$ cat config.mk
export PLATFORM = sky130hd
export DESIGN_NAME = dtg
export DESIGN_NICKNAME = d
export VERILOG_FILES = /design/src/rtl/dtg_pkg.sv /design/src/rtl/dtg_wrap_counter.sv /design/src/rtl/dtg.sv
export SDC_FILE = /design/constraint.sdc
export NUM_CORES = 1
export LEC_CHECK = 0
export CORE_ASPECT_RATIO = 0.6
export CORE_MARGIN = 2
export CORE_UTILIZATION = 25
export DETAILED_ROUTE_END_ITERATION = 8
export PLACE_DENSITY = 0.48
export SKIP_CTS_REPAIR_TIMING = 1
export SYNTH_ARGS = -nofsm -noshare
export SYNTH_HDL_FRONTEND = slang
export SYNTH_SLANG_ARGS = --single-unit
$ cat constraint.sdc
create_clock -name clock -period 2.5 [get_ports clock]
set_input_delay 0.5 -clock clock [delete_from_list [all_inputs] [get_ports clock]]
set_output_delay 0.5 -clock clock [all_outputs]
set_load 0.005 [all_outputs]
$ cat src/rtl/dtg_pkg.sv
// dtg_pkg: XGA 1024x768@70 timing defaults and frame-size helpers shared by dtg, scaler and colorizer
package dtg_pkg;
  localparam int XGA_H_ACTIVE = 1024;
  localparam int XGA_H_FP = 24;
  localparam int XGA_H_SYNC = 136;
  localparam int XGA_H_BP = 144;
  localparam int XGA_V_ACTIVE = 768;
  localparam int XGA_V_FP = 3;
  localparam int XGA_V_SYNC = 6;
  localparam int XGA_V_BP = 29;
  localparam int CNT_W = 12;
  function automatic int h_total(int active, int fp, int sync, int bp);
    return active + fp + sync + bp;
  endfunction
  function automatic int v_total(int active, int fp, int sync, int bp);
    return active + fp + sync + bp;
  endfunction
endpackage

$ cat src/rtl/dtg_wrap_counter.sv
// dtg_wrap_counter: 12-bit modulo-N counter with enable; resets to N-1 and exposes its next value
module dtg_wrap_counter import dtg_pkg::*; #(
  parameter int N = 1328
) (
  input  logic             clock,
  input  logic             reset,
  input  logic             en,
  output logic [CNT_W-1:0] count,
  output logic [CNT_W-1:0] count_next,
  output logic             wrap
);
  localparam logic [CNT_W-1:0] LAST = CNT_W'(N - 1);
  always_comb begin
    wrap = en && (count == LAST);
    count_next = wrap ? '0 : en ? count + 1'b1 : count;
  end
  always_ff @(posedge clock or negedge reset)
    if (!reset) count <= LAST;
    else count <= count_next;
endmodule

$ cat src/rtl/dtg.sv
// dtg: display timing generator, free-running col/row counters with registered sync and video_on
// Optional frame_tick port with DTG_FRAME_TICK_EN.
module dtg import dtg_pkg::*; #(
  parameter int H_ACTIVE = XGA_H_ACTIVE,
  parameter int H_FP = XGA_H_FP,
  parameter int H_SYNC = XGA_H_SYNC,
  parameter int H_BP = XGA_H_BP,
  parameter int V_ACTIVE = XGA_V_ACTIVE,
  parameter int V_FP = XGA_V_FP,
  parameter int V_SYNC = XGA_V_SYNC,
  parameter int V_BP = XGA_V_BP,
  parameter bit SYNC_POL = 1'b0
) (
  input  logic             clock,
  input  logic             reset,
  output logic             horiz_sync,
  output logic             vert_sync,
  output logic             video_on,
  output logic [CNT_W-1:0] pixel_col,
`ifdef DTG_FRAME_TICK_EN
  output logic [CNT_W-1:0] pixel_row,
  output logic             frame_tick
`else
  output logic [CNT_W-1:0] pixel_row
`endif
);
  localparam int H_TOTAL = h_total(H_ACTIVE, H_FP, H_SYNC, H_BP);
  localparam int V_TOTAL = v_total(V_ACTIVE, V_FP, V_SYNC, V_BP);
  localparam logic [CNT_W-1:0] HA = CNT_W'(H_ACTIVE);
  localparam logic [CNT_W-1:0] HS0 = CNT_W'(H_ACTIVE + H_FP);
  localparam logic [CNT_W-1:0] HS1 = CNT_W'(H_ACTIVE + H_FP + H_SYNC);
  localparam logic [CNT_W-1:0] VA = CNT_W'(V_ACTIVE);
  localparam logic [CNT_W-1:0] VS0 = CNT_W'(V_ACTIVE + V_FP);
  localparam logic [CNT_W-1:0] VS1 = CNT_W'(V_ACTIVE + V_FP + V_SYNC);
  if (H_TOTAL > 4096 || V_TOTAL > 4096) begin : g_too_big
    $error("dtg: H_TOTAL/V_TOTAL exceed 12-bit counters");
  end
  logic [CNT_W-1:0] col_next, row_next;
  logic col_wrap, row_wrap;
  dtg_wrap_counter #(.N(H_TOTAL)) u_col (
    .clock(clock), .reset(reset), .en(1'b1),
    .count(pixel_col), .count_next(col_next), .wrap(col_wrap)
  );
  dtg_wrap_counter #(.N(V_TOTAL)) u_row (
    .clock(clock), .reset(reset), .en(col_wrap),
    .count(pixel_row), .count_next(row_next), .wrap(row_wrap)
  );
  // Flags decode the counters' next values so they line up with pixel_col/pixel_row.
  always_ff @(posedge clock or negedge reset)
    if (!reset) begin
      video_on <= 1'b0;
      horiz_sync <= ~SYNC_POL;
      vert_sync <= ~SYNC_POL;
    end else begin
      video_on <= (col_next < HA) && (row_next < VA);
      horiz_sync <= (col_next >= HS0 && col_next < HS1) ? SYNC_POL : ~SYNC_POL;
      vert_sync <= (row_next >= VS0 && row_next < VS1) ? SYNC_POL : ~SYNC_POL;
    end
`ifdef DTG_FRAME_TICK_EN
  always_ff @(posedge clock or negedge reset)
    if (!reset) frame_tick <= 1'b0;
    else frame_tick <= (col_next == '0) && (row_next == VA);
`endif
endmodule

==> flow_summary.json <==
{
  "antenna_cells": 0,
  "cts_tree": "built",
  "seqPwrFrac": 0.631,
  "drive_above_1_share": 0.243,
  "max_freq_ghz": 0.422,
  "power_density_nw_per_um2": 351,
  "holdCritPathClass": "reg2reg",
  "synth_cells": 136,
  "clkSlewWorstSetupHoldPaths_ns": 0.09,
  "synth_warnings": 0,
  "crit_fanout": 9,
  "htree_levels": 1,
  "die_h_um": 62.7,
  "min_path_cells": 2,
  "instances_no_fill": 261,
  "tightest_slew_ns": 0.356,
  "ios": 29,
  "crit_slowest_cell": "dfstp_2",
  "placed_cell_area_um2": 1910,
  "finalHoldViolations": 0,
  "cts_sinks": 27,
  "worstSetupEndpointType": "register",
  "synth-edff-count": 0,
  "share_comb_of_total_power": 0.016,
  "grt.total_usage": 0.122,
  "place_congestion": 0.829,
  "ant_nets": 0,
  "cp_data_arrival_time_ns": 2.54,
  "grt_max_degree": 28,
  "grt_pass1_wl_um": 6100,
  "ys_ff_latch": 27,
  "fin_crit_ns": 2.37,
  "crit_type": "reg2reg",
  "final.period_utilization": 0.949,
  "clock_power_share": 0.354,
  "p_total_w": 0.000694,
  "cp-start-kind": "register",
  "ff2ff_path_depth": 6,
  "switching_share": 0.202,
  "status": "completed",
  "fp.coreArea_um2": 5540,
  "finalClockSkew_ns": 0.00614,
  "final_common_cell": "clkdlybuf4s50_1",
  "setup_viol": 0,
  "clockBufferDepth": 2,
  "finalInstanceArea_um2": 1980,
  "drtIter0Drc": 86,
  "first_pass_iters": 4,
  "dp.cells": 256,
  "max_cap_viol_count": 0,
  "cpPeakStageDelay_ns": 0.54,
  "hold_start": "u_row.count[8]",
  "syn_area_um2": 1430,
  "grt_pass1_vias": 1141,
  "die-area_um2": 6380,
  "drc": 0,
  "synth_flop_cell": "dfstp_2",
  "vias": 1196,
  "ir_drop_mv": 0.174,
  "initial_utilization": 0.259,
  "fin_nets": 187,
  "r2r-end": "video_on",
  "total_leakage_power_nw": 0.799,
  "max-slew-margin-rel": 0.760,
  "r2r_start": "u_col.count[8]",
  "holdPathEnd": "u_row.count[8]",
  "finalMaxSlewViolations": 0,
  "p_int_w": 0.000554,
  "synth_cell_types": 41,
  "area_growth_pct": 37.9,
  "yosysSeqAreaShare": 0.483,
  "port_buffers": 28,
  "die_w_um": 102,
  "grt.overflow.total": 0,
  "cts-buffers-inserted": 3,
  "insertion_delay_ns": 0.27,
  "drt-total-wl_um": 3610,
  "layout_common_cells": "28 x clkdlybuf4s50_1, 16 x buf_4, 14 x dfstp_2",
  "crit_required_ns": 2.67,
  "antenna_found_initial": 0,
  "rows": 21,
  "dpl.hpwl_um": 2740,
  "r2r_slack_ns": 0.13,
  "p_switching_w": 0.000140,
  "cts_root_buffer": "clkbuf_8",
  "syn_area_per_cell_um2": 10.5,
  "cp_cell_sequence": "or4b_4, or3_4, nor3_1, xnor2_1, and2_1, nor4b_1",
  "via_per_inst": 4.58,
  "avgRoutedWirePerCell_um": 13.8,
  "syn-num-nets": 141,
  "synthArstFlopShare": 1.00
}
## cells in the mapped netlist (all sizes together), types with 2 or more instances
master  number  area (µm²)
nor4         2        12.5
xor2         8        70.1
nor4b        5        56.3
o31ai        3        27.5
clkbuf       2        7.51
ha           3        37.5
xnor2        8        70.1
nand2        9        33.8
nand4        6        37.5
and4         3        26.3
nor2        12        45.0
inv          7        26.3
o21ai        5        25.0
dfrtp       13         325
dfstp       14         368
nor3         4        25.0
nand3        9        45.0
and3         3        18.8
and2         3        18.8
## worst max path at each step
stage	slack (ns)	end	start	cells past startpoint
CTS	0.02	video_on	u_col.count[8]	6
detailed placement	0.04	video_on	u_col.count[8]	6
global route	-0.002	video_on	u_col.count[0]	9
finish	0.13	video_on	u_col.count[8]	6
global placement	0.07	video_on	u_col.count[0]	7
floorplan	0.14	video_on	u_col.count[8]	7
## power by group through the flow
stage | clock network [W] | registers (W) | logic, W
after CTS | 0.000264 | 0.000438 | 0.0000119
after detailed placement | 0 | 0.000445 | 0.0000117
after floorplan | 0 | 0.000445 | 0.000000000284
after global routing | 0.000281 | 0.000438 | 0.0000129
final | 0.000245 | 0.000438 | 0.0000110
after global placement | 0 | 0.000445 | 0.0000115
## layer usage
layer  wire, µm  global-route usage  up-vias
met2       1520               0.159       16
met1       1960               0.200      598
met3        109              0.0313        2
met4         22              0.0203        0
met5          0                   0        -
li1           -                   -      580
## through the flow
step | setup TNS, ns | hold slack (ns) | worst slack, ns | util
2_1_floorplan | 0 | 0.204 | 0.135 | -
3_3_place_gp | 0 | 0.510 | 0.0681 | 0.345
3_5_place_dp | 0 | 0.514 | 0.0360 | 0.345
4_1_cts | 0 | 0.530 | 0.0177 | 0.353
5_1_grt | -0.00156 | 0.552 | -0.00156 | 0.357
6_report | 0 | 0.522 | 0.128 | 0.357
## registers in the layout, indices dropped and copies added (netlist names)
| register | cells |
|---|---|
| u_row.count | 12 |
| u_col.count | 12 |
| video_on | 1 |
| horiz_sync | 1 |
| vert_sync | 1 |
## worst max-delay path, delay by kind of cell, from the launching register on
kind / cells / cell delay, ns
xor gates and xnor gates: 1 / 0.16
and+or+nand+nor: 5 / 1.56
DFF: 1 / 0.54
## kinds of logic after synthesis
logic type / count (synthesis) / share of synthesized area
buffers and inverters: 10 / 0.0288
XOR/XNOR: 16 / 0.0977
flip-flops: 27 / 0.483
AO/OA/AOI/OAI: 16 / 0.0925
AND/OR/NAND/NOR: 63 / 0.264
multiplexers: 1 / 0.00698
adder cells (fa/ha/maj): 3 / 0.0262
## final cells by class
type | instances | area, µm²
Inverter | 7 | 26.3
Tap cell | 80 | 100
Timing Repair Buffer | 44 | 400
Multi-Input combinational cell | 99 | 712
Fill cell | 582 | 3570
Clock buffer | 4 | 45.0
Sequential cell | 27 | 693
No activity file was read; power rests on OpenSTA's default activity.
